[src/rtl/actor_token_fifo.sv]
// Token channel between a producer and a consumer actor: a first-word-fall-through
// circular FIFO with sticky protocol-violation flags.
module actor_token_fifo #(
  parameter int WIDTH = 16,
  parameter int DEPTH = 8,
  parameter int AW    = 3
) (
  input  logic             CLK,
  input  logic             RESET,
  input  logic             In_SEND,
  input  logic [WIDTH-1:0] In_DATA,
  input  logic [15:0]      In_COUNT,
  output logic             In_RDY,
  output logic             In_ACK,
  output logic             Out_SEND,
  output logic [WIDTH-1:0] Out_DATA,
  output logic [15:0]      Out_COUNT,
  input  logic             Out_ACK,
  output logic             ERR_OVF,
  output logic             ERR_UNF,
  output logic             ERR_CNT
);

  localparam logic [AW:0] FULL_OCC = (AW + 1)'(DEPTH);

  logic [WIDTH-1:0] mem [DEPTH];

  logic [AW-1:0] wr_ptr_reg, wr_ptr_next;
  logic [AW-1:0] rd_ptr_reg, rd_ptr_next;
  logic [AW:0]   occ_reg, occ_next;
  logic          err_ovf_reg, err_ovf_next;
  logic          err_unf_reg, err_unf_next;
  logic          err_cnt_reg, err_cnt_next;

  logic push;
  logic pop;

  // Readiness looks only at stored occupancy, so a full FIFO refuses a push
  // even when the consumer pops in the same cycle.
  assign In_RDY    = (occ_reg != FULL_OCC);
  assign In_ACK    = In_SEND & In_RDY;
  assign Out_SEND  = (occ_reg != '0);
  assign Out_DATA  = mem[rd_ptr_reg];
  assign Out_COUNT = 16'(occ_reg);

  assign ERR_OVF = err_ovf_reg;
  assign ERR_UNF = err_unf_reg;
  assign ERR_CNT = err_cnt_reg;

  assign push = In_ACK;
  assign pop  = Out_ACK & Out_SEND;

  always_comb begin
    wr_ptr_next  = wr_ptr_reg;
    rd_ptr_next  = rd_ptr_reg;
    occ_next     = occ_reg;
    err_ovf_next = err_ovf_reg;
    err_unf_next = err_unf_reg;
    err_cnt_next = err_cnt_reg;

    if (push) begin
      wr_ptr_next = wr_ptr_reg + AW'(1);
    end
    if (pop) begin
      rd_ptr_next = rd_ptr_reg + AW'(1);
    end

    case ({push, pop})
      2'b10:   occ_next = occ_reg + (AW + 1)'(1);
      2'b01:   occ_next = occ_reg - (AW + 1)'(1);
      default: occ_next = occ_reg;
    endcase

    if (In_SEND && !In_RDY) begin
      err_ovf_next = 1'b1;
    end
    if (Out_ACK && !Out_SEND) begin
      err_unf_next = 1'b1;
    end
    // A multi-token send is flagged but still stored as a single token.
    if (In_SEND && (In_COUNT != 16'd1)) begin
      err_cnt_next = 1'b1;
    end
  end

  always_ff @(posedge CLK) begin
    if (RESET) begin
      wr_ptr_reg  <= '0;
      rd_ptr_reg  <= '0;
      occ_reg     <= '0;
      err_ovf_reg <= 1'b0;
      err_unf_reg <= 1'b0;
      err_cnt_reg <= 1'b0;
    end else begin
      wr_ptr_reg  <= wr_ptr_next;
      rd_ptr_reg  <= rd_ptr_next;
      occ_reg     <= occ_next;
      err_ovf_reg <= err_ovf_next;
      err_unf_reg <= err_unf_next;
      err_cnt_reg <= err_cnt_next;
    end
  end

  // Storage is never cleared; a write that coincides with reset is dropped.
  always_ff @(posedge CLK) begin
    if (push && !RESET) begin
      mem[wr_ptr_reg] <= In_DATA;
    end
  end

endmodule

[config.mk]
export PLATFORM = sky130hd
export DESIGN_NAME = actor_token_fifo
export DESIGN_NICKNAME = d
export VERILOG_FILES = /design/src/rtl/actor_token_fifo.sv
export SDC_FILE = /design/constraint.sdc
export NUM_CORES = 1
export LEC_CHECK = 0
export ABC_CLOCK_PERIOD_IN_PS = 4300
export CORE_ASPECT_RATIO = 2
export CORE_MARGIN = 2
export CORE_UTILIZATION = 50
export DETAILED_ROUTE_END_ITERATION = 8
export GPL_TIMING_DRIVEN = 0
export PLACE_DENSITY = 0.71
export SETUP_SLACK_MARGIN = 0.05
export SYNTH_ARGS = -nofsm -noshare
export SYNTH_HDL_FRONTEND = slang
export SYNTH_SLANG_ARGS = --single-unit
[constraint.sdc]
create_clock -name CLK -period 4.3 [get_ports CLK]
set_input_delay 0.86 -clock CLK [delete_from_list [all_inputs] [get_ports CLK]]
set_output_delay 0.86 -clock CLK [all_outputs]
set_load 0.02 [all_outputs]
==> impl_summary.log, run 1 <==
INFO  metric status = finished clean
INFO  metric drt_first_pass_iters = 4
INFO  metric setup.worst_path.end_class = output port
INFO  metric r2r_slack = 1.58 ns
INFO  metric cts_buffer_depth = 2
INFO  metric clock_tree_from_tritoncts = yes
INFO  metric cts_hold_repair.buffers = 0
INFO  metric synth.yosys.seq_area_share = 72.6%
INFO  metric ys_types = 36
INFO  metric period_needed = roughly 3.6 ns
INFO  metric io_pins = 74
INFO  metric postSynthAreaPerCell = 19.5 µm²
INFO  metric timing.hold.ws = around 0.47 ns
INFO  metric total_die_area = roughly 12000 µm²
INFO  metric crit_path_frequent_cell = sky130_fd_sc_hd__clkbuf_1
INFO  metric critical_path_arrival = ~2.8 ns
INFO  metric cp_max_fo = 10
INFO  metric vias_post_dr = between 2k and 3k
INFO  metric gp_routability_congestion = 0.733
INFO  metric core = 11300 µm²
INFO  metric most-common-layout-cells = sky130_fd_sc_hd__edfxtp_1 (128), sky130_fd_sc_hd__clkdlybuf4s50_1 (60), sky130_fd_sc_hd__mux4_2 (32), sky130_fd_sc_hd__clkbuf_16 (17)
INFO  metric cts_root_buffer = sky130_fd_sc_hd__clkbuf_16
INFO  metric max_cap_viol_count = 0
INFO  metric latest_clock_arrival_within_the_worst_skew_pair = slightly above 0.4 ns
INFO  metric holdCritPathClass = reg -> reg
INFO  metric layout.nets = 435
INFO  metric critical-path-slowest-cell = sky130_fd_sc_hd__clkbuf_1
INFO  metric finalPower = 4.04 mW
INFO  metric synth_flop_cell = sky130_fd_sc_hd__edfxtp_1
INFO  metric fin_worst_skew = around 0.0064 ns
INFO  metric n_fill_cell = between 800 and 900
INFO  metric grt.overflow.total = 0
INFO  metric final_max_slew_viol_count = 0
INFO  metric critical_path.max_stage_delay = around 0.65 ns
INFO  metric worst_r2r_path_depth = 10
INFO  metric routed-wl-met3 = just over 500 µm
INFO  metric antenna_cells_inserted = 0
INFO  metric final_hold_viol_count = 0
INFO  metric floorplan_die_width = roughly 80 µm
INFO  metric slew_headroom = around 30%
INFO  metric global_route_wire_length_before_repair = between 15000 and 20000 µm
INFO  metric p_per_area = roughly 560 nW/µm²
INFO  metric ir_drop = 0.383 mV
INFO  metric final_core_util = around 64%
INFO  metric die_h = 155 µm
INFO  metric met2_length = 6700 µm
INFO  metric drtIter0Drc = roughly 180
INFO  metric htree_num_levels = 4
INFO  metric detail_route.drc_violations = 0
INFO  metric startpoint_type = register
INFO  metric crit_path_cell_trace = clkbuf_1, clkbuf_1, mux2_2, clkdlybuf4s50_1
INFO  metric synthesis.area = ~5700 µm²
INFO  metric path_clk_slew = about 0.06 ns
INFO  metric post_route_met1_wirelength = around 4000 µm
INFO  metric synth.ff_latch_count = 144
INFO  metric vias_in_the_first_global_route = ~3.2k
INFO  metric actual_slew_at_the_worst_max_slew_pin = ~1.0 ns
INFO  metric fp-row-count = between 50 and 60
INFO  metric fraction_of_final_layout_cells_sized_beyond_drive_strength_1 = 29.0%
INFO  metric drt-vias-per-instance = ~5.4
INFO  metric ant_nets = 0
INFO  metric synth_warnings = 0
INFO  metric floorplan.initialDensity = 50.8%
INFO  metric area_growth_from_synthesis_to_final_layout = 26.7%
INFO  metric worst_hold_path.num_cells = 2
INFO  metric grt_usage = about 20%
INFO  metric grt_antenna_before_repair = 0
INFO  metric grt_max_degree = 17
INFO  metric syn-instance-count = approximately 290
INFO  metric cellLeakagePower = roughly 2.4 nW
INFO  metric routed_wirelength = roughly 11000 µm
INFO  metric fmax = 277 MHz
INFO  metric port_buffers = 60
INFO  metric final.setup.tns = 0 ns
INFO  metric period_share = 84.1%
INFO  metric cts_post_setup_buffers_inserted = 0
INFO  metric worstSetupPathType = reg -> out
INFO  metric cp_required = between 3 and 4 ns
INFO  metric cts_buffers = 17
INFO  metric route.detailed.wl_per_inst = 20.9 µm
INFO  metric dr.max_layer_used = met4
INFO  metric layout.cells.most_common = sky130_fd_sc_hd__edfxtp_1
INFO  metric dpl.hpwl = roughly 7700 µm
INFO  metric grt_setup_unrepaired = no
INFO  metric report.final.setup_viol = 0
INFO  metric largest_register_ffs = 128
INFO  metric cts_resized = 0
INFO  metric synth_enable_flop_cells = approximately 130
INFO  metric ys_async_sr_fraction = 0%
INFO  metric clock_sinks = 144
## layer usage
layer	up-vias	global-route usage, %
met4	0	9.52
met5	-	0
met1	1488	21.1
li1	1356	-
met2	99	38.1
met3	20	4.29
## worst max-delay path: cells and delay by family, from the launching register on
family,cells,cell delay (ns)
mux,1,0.42
flops,1,0.30
buf+inv,3,1.62
## synth_stat cells, types with 2 or more instances
cell type / count / area, µm²
sky130_fd_sc_hd__a31oi_1: 2 / 12.5
sky130_fd_sc_hd__nor4_1: 4 / 25.0
sky130_fd_sc_hd__buf_6: 5 / 56.3
sky130_fd_sc_hd__inv_1: 3 / 11.3
sky130_fd_sc_hd__dfxtp_1: 16 / 320
sky130_fd_sc_hd__xor2_1: 7 / 61.3
sky130_fd_sc_hd__mux4_2: 32 / 721
sky130_fd_sc_hd__nand2_1: 5 / 18.8
sky130_fd_sc_hd__ha_1: 5 / 62.6
sky130_fd_sc_hd__buf_4: 12 / 90.1
sky130_fd_sc_hd__edfxtp_1: 128 / 3840
sky130_fd_sc_hd__o21ai_0: 2 / 10.0
sky130_fd_sc_hd__a21oi_1: 4 / 20.0
sky130_fd_sc_hd__mux2_2: 16 / 180
sky130_fd_sc_hd__buf_1: 4 / 15.0
sky130_fd_sc_hd__nor2_1: 17 / 63.8
sky130_fd_sc_hd__clkbuf_1: 4 / 15.0
sky130_fd_sc_hd__nand3_1: 5 / 25.0
sky130_fd_sc_hd__nor4b_1: 3 / 26.3
sky130_fd_sc_hd__nor3_1: 4 / 20.0
## cells by family (layout without fill, tap and decap cells)
| logic type | count (synthesis) | in the layout | share of synthesized area, % |
|---|---|---|---|
| fa+ha+maj | 5 | 5 | 1.09 |
| flops | 144 | 144 | 72.6 |
| other cells | 1 | 12 | 0.0654 |
| mux | 50 | 50 | 16.1 |
| buf+inv | 29 | 131 | 3.36 |
| xor+xnor | 7 | 7 | 1.07 |
| compound gates | 11 | 11 | 1.11 |
| simple gates | 47 | 47 | 4.65 |
## report_power, final
group          leakage (nW)  switching (mW)  internal [mW]  total [mW]
combinational         0.868           0.497          0.539        1.04
sequential             1.29          0.0479           1.59        1.64
clock                 0.266           0.526          0.836        1.36
## final cells by class
cell class                      count  area, µm²  area share, %
Clock buffer                       22        474           6.52
Inverter                            3       11.3          0.155
Multi-Input combinational cell    132       1460           20.0
Sequential cell                   144       4160           57.3
Buffer                             26        181           2.50
Clock inverter                     10       87.6           1.20
Timing Repair Buffer               70        717           9.86
Tap cell                          142        178           2.44
## final timing paths
path,from,end
setup / recovery,register,Out_DATA[12]
hold / removal,ERR_UNF,ERR_UNF
setup reg to reg,occ_reg[1],occ_reg[3]
hold reg to reg,ERR_UNF,ERR_UNF
## stage by stage
| stage | cell area, µm² | instances | setup WS, ns |
|---|---|---|---|
| after floorplan | 5780 | 305 | 0.943 |
| after global placement | 6560 | 507 | -1.10 |
| after detailed placement | 6710 | 517 | 0.910 |
| after CTS | 7270 | 549 | 0.601 |
| after global routing | 7270 | 549 | 0.562 |
| final | 7270 | 549 | 0.684 |
(Power assumes the default switching activity.)
==> inputs of run 2 (changes only) <==
ABC_CLOCK_PERIOD_IN_PS = 3700   (was 4300)
clock period = 3.7 ns   (was 4.3 ns; I/O delays follow)
==> results of run 2 <==
The final DEF is identical to that of run 1. Status: finished clean.
Among the figures that moved: setup slack after placement 0.910 ns -> 0.430 ns; setup slack after layout 0.684 ns -> 0.204 ns; register-to-register setup slack 1.58 ns -> 0.98 ns; total power 4.04 mW -> 4.69 mW; worst IR drop on VDD 0.383 mV -> 0.445 mV
